$ cat src/rtl/uart_pkg.sv
// uart_pkg: types and constants shared by the UART core blocks.
// Build option: UART_TX_PARITY_EN adds the PARITY state to the transmitter FSM.
`timescale 1ns/1ps
package uart_pkg;

    // Every start, data and parity bit spans this many s_tick pulses.
    localparam int OVERSAMPLE = 16;

    // Tick counter width; wide enough for a 2-stop-bit period (SB_TICK = 32).
    localparam int S_W = 5;

    // Bit counter width; covers up to 8 data bits.
    localparam int N_W = 3;

`ifdef UART_TX_PARITY_EN
    typedef enum logic [2:0] {
        ST_IDLE,
        ST_START,
        ST_DATA,
        ST_PARITY,
        ST_STOP
    } tx_state_t;
`else
    typedef enum logic [2:0] {
        ST_IDLE,
        ST_START,
        ST_DATA,
        ST_STOP
    } tx_state_t;
`endif

endpackage

$ cat src/rtl/uart_tx_drain.sv
// uart_tx_drain: UART transmit engine draining the TX FIFO. Pops one byte per
// frame and sends it LSB-first as start bit, DBIT data bits, optional parity
// bit and a stop period of SB_TICK s_ticks.
// Build option: UART_TX_PARITY_EN adds input par_odd and a parity bit after
// the data bits (par_odd = 0 even parity, 1 odd parity).
`timescale 1ns/1ps
module uart_tx_drain
    import uart_pkg::*;
#(
    parameter int DBIT    = 8,
    parameter int SB_TICK = 16
) (
    input  logic            clk,
    input  logic            reset,
    input  logic            s_tick,
    input  logic            tx_en,
    input  logic            fifo_empty,
    input  logic [DBIT-1:0] fifo_rd_data,
`ifdef UART_TX_PARITY_EN
    input  logic            par_odd,
`endif
    output logic            fifo_rd,
    output logic            tx,
    output logic            tx_busy,
    output logic            tx_done
);

    localparam logic [S_W-1:0] BIT_LAST  = S_W'(OVERSAMPLE - 1);
    localparam logic [S_W-1:0] STOP_LAST = S_W'(SB_TICK - 1);
    localparam logic [N_W-1:0] N_LAST    = N_W'(DBIT - 1);

    tx_state_t       state;
    logic [S_W-1:0]  s;
    logic [N_W-1:0]  n;
    logic [DBIT-1:0] b;
`ifdef UART_TX_PARITY_EN
    // Untouched copy of the popped byte; b is destroyed by shifting.
    logic [DBIT-1:0] b_copy;
`endif

    // Frame sequencer; every output is registered and tx is loaded with the
    // value of the state being entered so the line never glitches.
    always_ff @(posedge clk or posedge reset) begin
        if (reset) begin
            state   <= ST_IDLE;
            s       <= '0;
            n       <= '0;
            // NOTE: the shift register is a handful of flops, not a memory,
            // so it is reset along with the control state.
            b       <= '0;
`ifdef UART_TX_PARITY_EN
            b_copy  <= '0;
`endif
            tx      <= 1'b1;
            fifo_rd <= 1'b0;
            tx_busy <= 1'b0;
            tx_done <= 1'b0;
        end else begin
            // NOTE: non-blocking throughout, so every branch sees the values
            // from before this edge; the two strobes default low here and
            // are raised for a single clk by the branches below.
            fifo_rd <= 1'b0;
            tx_done <= 1'b0;
            case (state)
                ST_IDLE: begin
                    if (tx_en && !fifo_empty) begin
                        b       <= fifo_rd_data;
`ifdef UART_TX_PARITY_EN
                        b_copy  <= fifo_rd_data;
`endif
                        s       <= '0;
                        // NOTE: the pop strobe lags the latch by one clk; the
                        // head word is already captured in b and only our
                        // own pop can advance the FIFO head, so nothing is lost.
                        fifo_rd <= 1'b1;
                        tx      <= 1'b0;
                        tx_busy <= 1'b1;
                        state   <= ST_START;
                    end else begin
                        tx <= 1'b1;
                    end
                end

                ST_START: begin
                    if (s_tick) begin
                        if (s == BIT_LAST) begin
                            s     <= '0;
                            n     <= '0;
                            tx    <= b[0];
                            state <= ST_DATA;
                        end else begin
                            s <= s + 1'b1;
                        end
                    end
                end

                ST_DATA: begin
                    if (s_tick) begin
                        if (s == BIT_LAST) begin
                            s <= '0;
                            b <= b >> 1;
                            if (n == N_LAST) begin
`ifdef UART_TX_PARITY_EN
                                tx    <= (^b_copy) ^ par_odd;
                                state <= ST_PARITY;
`else
                                tx    <= 1'b1;
                                state <= ST_STOP;
`endif
                            end else begin
                                n  <= n + 1'b1;
                                tx <= b[1];
                            end
                        end else begin
                            s <= s + 1'b1;
                        end
                    end
                end

`ifdef UART_TX_PARITY_EN
                ST_PARITY: begin
                    if (s_tick) begin
                        if (s == BIT_LAST) begin
                            s     <= '0;
                            tx    <= 1'b1;
                            state <= ST_STOP;
                        end else begin
                            s <= s + 1'b1;
                        end
                    end
                end
`endif

                ST_STOP: begin
                    if (s_tick) begin
                        if (s == STOP_LAST) begin
                            tx_done <= 1'b1;
                            tx_busy <= 1'b0;
                            state   <= ST_IDLE;
                        end else begin
                            s <= s + 1'b1;
                        end
                    end
                end

                default: begin
                    tx      <= 1'b1;
                    tx_busy <= 1'b0;
                    state   <= ST_IDLE;
                end
            endcase
        end
    end

endmodule
$ cat config.mk
export PLATFORM = sky130hd
export DESIGN_NAME = uart_tx_drain
export DESIGN_NICKNAME = d
export VERILOG_FILES = /design/src/rtl/uart_pkg.sv /design/src/rtl/uart_tx_drain.sv
export SDC_FILE = /design/constraint.sdc
export NUM_CORES = 1
export LEC_CHECK = 0
export CAP_MARGIN = 20
export CORE_MARGIN = 2
export CORE_UTILIZATION = 40
export CTS_CLUSTER_SIZE = 16
export DETAILED_ROUTE_END_ITERATION = 10
export SLEW_MARGIN = 40
export SYNTH_ARGS = -nofsm -noshare
export SYNTH_HDL_FRONTEND = slang
export SYNTH_SLANG_ARGS = --single-unit
$ cat constraint.sdc
create_clock -name clk -period 1.9 [get_ports clk]
set_input_delay 0.38 -clock clk [delete_from_list [all_inputs] [get_ports clk]]
set_output_delay 0.38 -clock clk [all_outputs]
set_load 0.005 [all_outputs]
==> impl_metrics.tcl, run 1 <==
set metrics [dict create \
    status "complete, no violations" \
    clockBufferDepth 2 \
    routed_wl_um 2658 \
    pwr-share-comb 0.537 \
    initial_utilization 0.4256 \
    critPathArrivalTime_ps 1970 \
    yosysTopAreaCellShare 0.4011 \
    cts_tree "yes" \
    p_switching_mw 0.8917 \
    grt_max_degree 23 \
    r2r_cells 6 \
    setup_viol 0 \
    leakage_nw 0.7368 \
    endpoint "state[1]$_DFFE_PP0P_" \
    std_cell_rows 20 \
    power_frac_clock 0.157 \
    fp.dieArea_mm2 0.003749 \
    slew_violations 0 \
    cp-end-kind "flip-flop" \
    fin_crit_sh 0.9279 \
    die_x_um 61.23 \
    syn_area_per_cell_um2 10.23 \
    setup_tns_ps 0 \
    grt_pass1_wl_um 4795 \
    first_pass_iters 4 \
    drt_iter0_drc 41 \
    vias 1012 \
    slew_headroom 0.7560 \
    postLayoutCoreUtil 0.5280 \
    syn_nets 149 \
    switching_share 0.3811 \
    crit_type "flip-flop to flip-flop" \
    intPower_mw 1.448 \
    area.growth.synth_to_final_pct 24.07 \
    cts-hold-fix-buffers 0 \
    synth_ff_type "dfrtp_1" \
    max_freq_ghz 0.5672 \
    n_antenna_cell 0 \
    antenna_found_initial 0 \
    tightest_slew_ps 366.0 \
    cts_root_buffer "clkbuf_4" \
    overflow 0 \
    ys_seq_area_frac 0.4212 \
    grt.total_usage 0.1735 \
    required_ps 2110 \
    port_buffers 16 \
    wl_per_cell_um 13.56 \
    cp-start-kind "flip-flop" \
    ir_drop_v 0.0007248 \
    die_h_um 61.23 \
    synth_top_cell_by_area "dfrtp_1" \
    cts.sinks 22 \
    synth_warnings 0 \
    cap_violations 0 \
    cts_buffers 3 \
    htree_levels 1 \
    seqPwrFrac 0.306 \
    path_max_fanout 4 \
    min_period_ps 1763 \
    coreArea_mm2 0.003078 \
    r2r_start "s[0]$_DFFE_PP0P_" \
    syn_area_mm2 0.001310 \
    yosysUniqueCellTypes 39 \
    syn_inst 128 \
    clkLatencyLatePin_ps 320 \
    vias_per_cell 5.163 \
    finClkSkew_ps 2.280 \
    io_pins 17 \
    drive_gt1_frac 0.2237 \
    async_flop_share 1.000 \
    synthTopCellsByArea "dfrtp_1, ha_1, mux2i_1, o21ai_2, o21ai_0" \
    gp_congestion 0.7573 \
    r2r_setup_slack_ps 140 \
    final_nets 174 \
    synth_seq_cells 22 \
    clk_pin_slew_ps 130 \
    rsz0062_at_grt "no" \
    critPathLaunch "s[0]$_DFFE_PP0P_" \
    finalHoldViolations 0 \
    r2r_end "state[1]$_DFFE_PP0P_" \
    power.density_mw_per_mm2 1440 \
    hp-class "primary input to async pin" \
    grt_pass1_vias 1084 \
    final_common_cell "dfrtp_1" \
    final_antenna_net_count 0 \
    hpwl_um 2021 \
    most-common-layout-cells "dfrtp_1, clkdlybuf4s50_1, o21ai_0" \
    synth_edf_count 0 \
    remaining_drc_errors 0 \
]
## worst max-delay path, cell delays in order, from the launching register on
cell	delay [ps]
dfrtp_1	430
ha_1	230
buf_4	150
nand4b_1	170
nor2_1	80
o211ai_1	250
mux2_1	350
## state kept, by name, indices dropped and copies added, names as in the netlist
name     count
fifo_rd      1
tx_busy      1
n            3
b            8
s            5
tx           1
tx_done      1
state        2
## power groups by stage
| stage | Combinational (mW) | Clock, mW | Sequential (mW) |
|---|---|---|---|
| global placement | 1.24 | 0 | 0.722 |
| finish | 1.26 | 0.367 | 0.717 |
| global route | 1.39 | 0.402 | 0.742 |
| CTS | 1.27 | 0.377 | 0.717 |
| detailed placement | 1.26 | 0 | 0.724 |
| floorplan | 0.887 | 0 | 0.705 |
## cell usage after synthesis, drive strengths merged, types with 2 or more instances
cell,count
nor2,6
mux2,5
buf,3
dfrtp,21
o21ai,20
nand3,5
a21o,2
inv,6
ha,8
clkbuf,3
a21oi,6
a22o,4
mux2i,8
nand2,9
or2,3
nand2b,2
## metrics by stage
| step | power (mW) | std cells | setup WS [ps] | cell area, µm² | hold slack [ps] |
|---|---|---|---|---|---|
| 3_5_place_dp | 1.987 | 192 | 29.60 | 1572 | 475.3 |
| 2_1_floorplan | 1.592 | 128 | 251.8 | 1310 | 368.5 |
| 5_1_grt | 2.539 | 196 | 46.70 | 1625 | 438.9 |
| 3_3_place_gp | 1.963 | 192 | 55.44 | 1572 | 485.7 |
| 6_report | 2.340 | 196 | 136.9 | 1625 | 383.7 |
| 4_1_cts | 2.363 | 196 | 71.30 | 1624 | 387.0 |
## layer usage
layer / global-route usage / up-vias / routed length, µm
met5: 0 / - / 0
met4: 0.07143 / 0 / 14
met2: 0.2812 / 24 / 1241
met1: 0.2297 / 473 / 1292
li1: - / 513 / -
met3: 0.02941 / 2 / 109
## cells by family after synthesis
kind of cell	after synthesis	share of synthesized area
AOI/OAI and AO/OA	41	0.2311
DFF	22	0.4212
buffers and inverters	12	0.03916
adders and majority gates	8	0.07641
muxes	13	0.1041
and+or+nand+nor	32	0.1280
## final cells by class
type,count,area (µm²)
clock inverter,1,30.03
tap,44,55.05
multi-input combinational,94,708.2
sequential,22,551.8
inverter,6,22.52
timing repair buffer,26,235.2
clock buffer,3,22.52
fill,293,1453
## worst min-delay path by stage
stage / to / cells after the start / slack (ps) / start
global route: s[1]$_DFFE_PP0P_ / 3 / 440 / reset
CTS: n[2]$_DFFE_PP0P_ / 3 / 390 / reset
finish: s[1]$_DFFE_PP0P_ / 3 / 380 / reset
floorplan: b[0]$_DFFE_PP0P_ / 1 / 370 / reset
global placement: tx_busy$_DFFE_PP0P_ / 1 / 490 / tx_busy$_DFFE_PP0P_
detailed placement: tx_busy$_DFFE_PP0P_ / 1 / 480 / tx_busy$_DFFE_PP0P_
## timing repair
item / CTS / global route
resized for setup: 0 / 1
setup buffers: 0 / 0
setup endpoints to repair: 0 / 2
Power figures use the tool's default switching activity.
==> inputs of run 2 (changes only) <==
CORE_ASPECT_RATIO = 0.6   (was default)
==> impl_metrics.tcl, run 2 (synthesis gave the netlist of run 1 again) <==
set metrics [dict create \
    finClkSkew_ps 2.162 \
    cts-hold-fix-buffers 0 \
    fin_crit_sh 0.9194 \
    antenna_found_initial 0 \
    clk_pin_slew_ps 80 \
    finalHoldViolations 0 \
    postLayoutCoreUtil 0.5130 \
    routed_wl_um 2821 \
    cts_root_buffer "clkbuf_8" \
    die_x_um 77.88 \
    final_antenna_net_count 0 \
    power_frac_clock 0.185 \
    fillers 288 \
    hp-class "primary input to async pin" \
    cts_setup_buffers 0 \
    largest_reg_flops 8 \
    critPathLaunch "s[0]$_DFFE_PP0P_" \
    hpwl_um 2089 \
    vias 1017 \
    most-common-layout-cells "dfrtp_1, clkdlybuf4s50_1, o21ai_0" \
    remaining_drc_errors 0 \
    drt_iter0_drc 88 \
    seqPwrFrac 0.301 \
    regMostFlops "b" \
    slew_violations 0 \
    grt_pass1_vias 1039 \
    path_max_fanout 6 \
    final_nets 172 \
    htree_levels 1 \
    cts_resized 0 \
    grt_max_degree 23 \
    crit_type "flip-flop to flip-flop" \
    io_pins 17 \
    seqCellArea_um2 551.8 \
    required_ps 2050 \
    fp.dieArea_mm2 0.003764 \
    largestRegisters "b: 8 flops, s: 5 flops, n: 3 flops" \
    critPathArrivalTime_ps 1900 \
    first_pass_iters 4 \
    cts.sinks 22 \
    cts_tree "yes" \
    intPower_mw 1.490 \
    r2r_start "s[0]$_DFFE_PP0P_" \
    grt.total_usage 0.1704 \
    rsz0062_at_grt "no" \
    clkLatencyLatePin_ps 260 \
    grt_pass1_wl_um 5112 \
    max_freq_ghz 0.5724 \
    wl_per_cell_um 14.47 \
    port_buffers 16 \
    multiInputGateArea_um2 710.7 \
    coreArea_mm2 0.003183 \
    place_inst 191 \
    gp_congestion 0.8752 \
    min_period_ps 1747 \
    cts_buffers 3 \
    r2r_setup_slack_ps 150 \
    finalNonFillerCells 195 \
    setup_viol 0 \
    drive_gt1_frac 0.2200 \
    tightest_slew_ps 351.0 \
    cp-end-kind "flip-flop" \
    std_cell_rows 16 \
    initial_utilization 0.4116 \
    slew_headroom 0.7653 \
    switching_share 0.3771 \
    die_h_um 48.33 \
    p_switching_mw 0.9019 \
    leakage_nw 0.7326 \
    ir_drop_v 0.0006444 \
    final_common_cell "dfrtp_1" \
    cap_violations 0 \
    vias_per_cell 5.215 \
    cp-start-kind "flip-flop" \
    pwr-share-comb 0.514 \
    area.growth.synth_to_final_pct 24.64 \
    n_antenna_cell 0 \
    status "complete, no violations" \
    clockBufferDepth 2 \
    power.density_mw_per_mm2 1465 \
    overflow 0 \
]
==> run 2: power by group through the flow <==
stage / Sequential (mW) / Clock [mW] / Combinational (mW)
global placement: 0.725 / 0 / 1.20
detailed placement: 0.729 / 0 / 1.22
global route: 0.743 / 0.488 / 1.37
finish: 0.720 / 0.443 / 1.23
floorplan: 0.705 / 0 / 0.887
CTS: 0.720 / 0.457 / 1.23
==> run 2: final cells by class <==
class,instances,area share
Timing Repair Buffer,24,0.1349
Sequential cell,22,0.3379
Clock buffer,3,0.02529
Inverter,6,0.01379
Clock inverter,1,0.01839
Multi-Input combinational cell,94,0.4352
Tap cell,45,0.03448
==> run 2: worst max-delay path: stages, from the launching register on <==
cell and delay, ps:
dfrtp_1 400, ha_1 180, and4b_2 350, nand2_2 100
a211oi_2 250, mux2_1 340
==> run 2: final timing paths <==
path | endpoint | cells after the start
worst min-delay path | b[2]$_DFFE_PP0P_ | 3
max in group asynchronous | tx$_DFFE_PP1P_ | 3
worst max-delay path | tx_busy$_DFFE_PP0P_ | 5
min in group clk | tx_busy$_DFFE_PP0P_ | 1
worst max register to register | tx_busy$_DFFE_PP0P_ | 5
worst min register to register | tx_busy$_DFFE_PP0P_ | 1
==> run 2: per-stage QoR <==
step	TNS, ps	total power [mW]	setup slack, ps	hold WS [ps]	area (µm²)
3_3_place_gp	0	1.921	29.23	499.3	1558
2_1_floorplan	0	1.592	251.8	368.5	1310
6_report	0	2.392	153.1	455.6	1633
4_1_cts	0	2.404	74.20	468.6	1629
3_5_place_dp	-80.09	1.947	-25.70	502.5	1558
5_1_grt	0	2.604	8.064	488.6	1633
==> run 2: per-layer routing <==
| metal | wire, µm | global-route usage | up-vias |
|---|---|---|---|
| li1 | - | - | 508 |
| met1 | 1494 | 0.2673 | 490 |
| met2 | 1206 | 0.2356 | 17 |
| met3 | 109 | 0.05037 | 2 |
| met4 | 10 | 0.02083 | 0 |
| met5 | 0 | 0 | - |
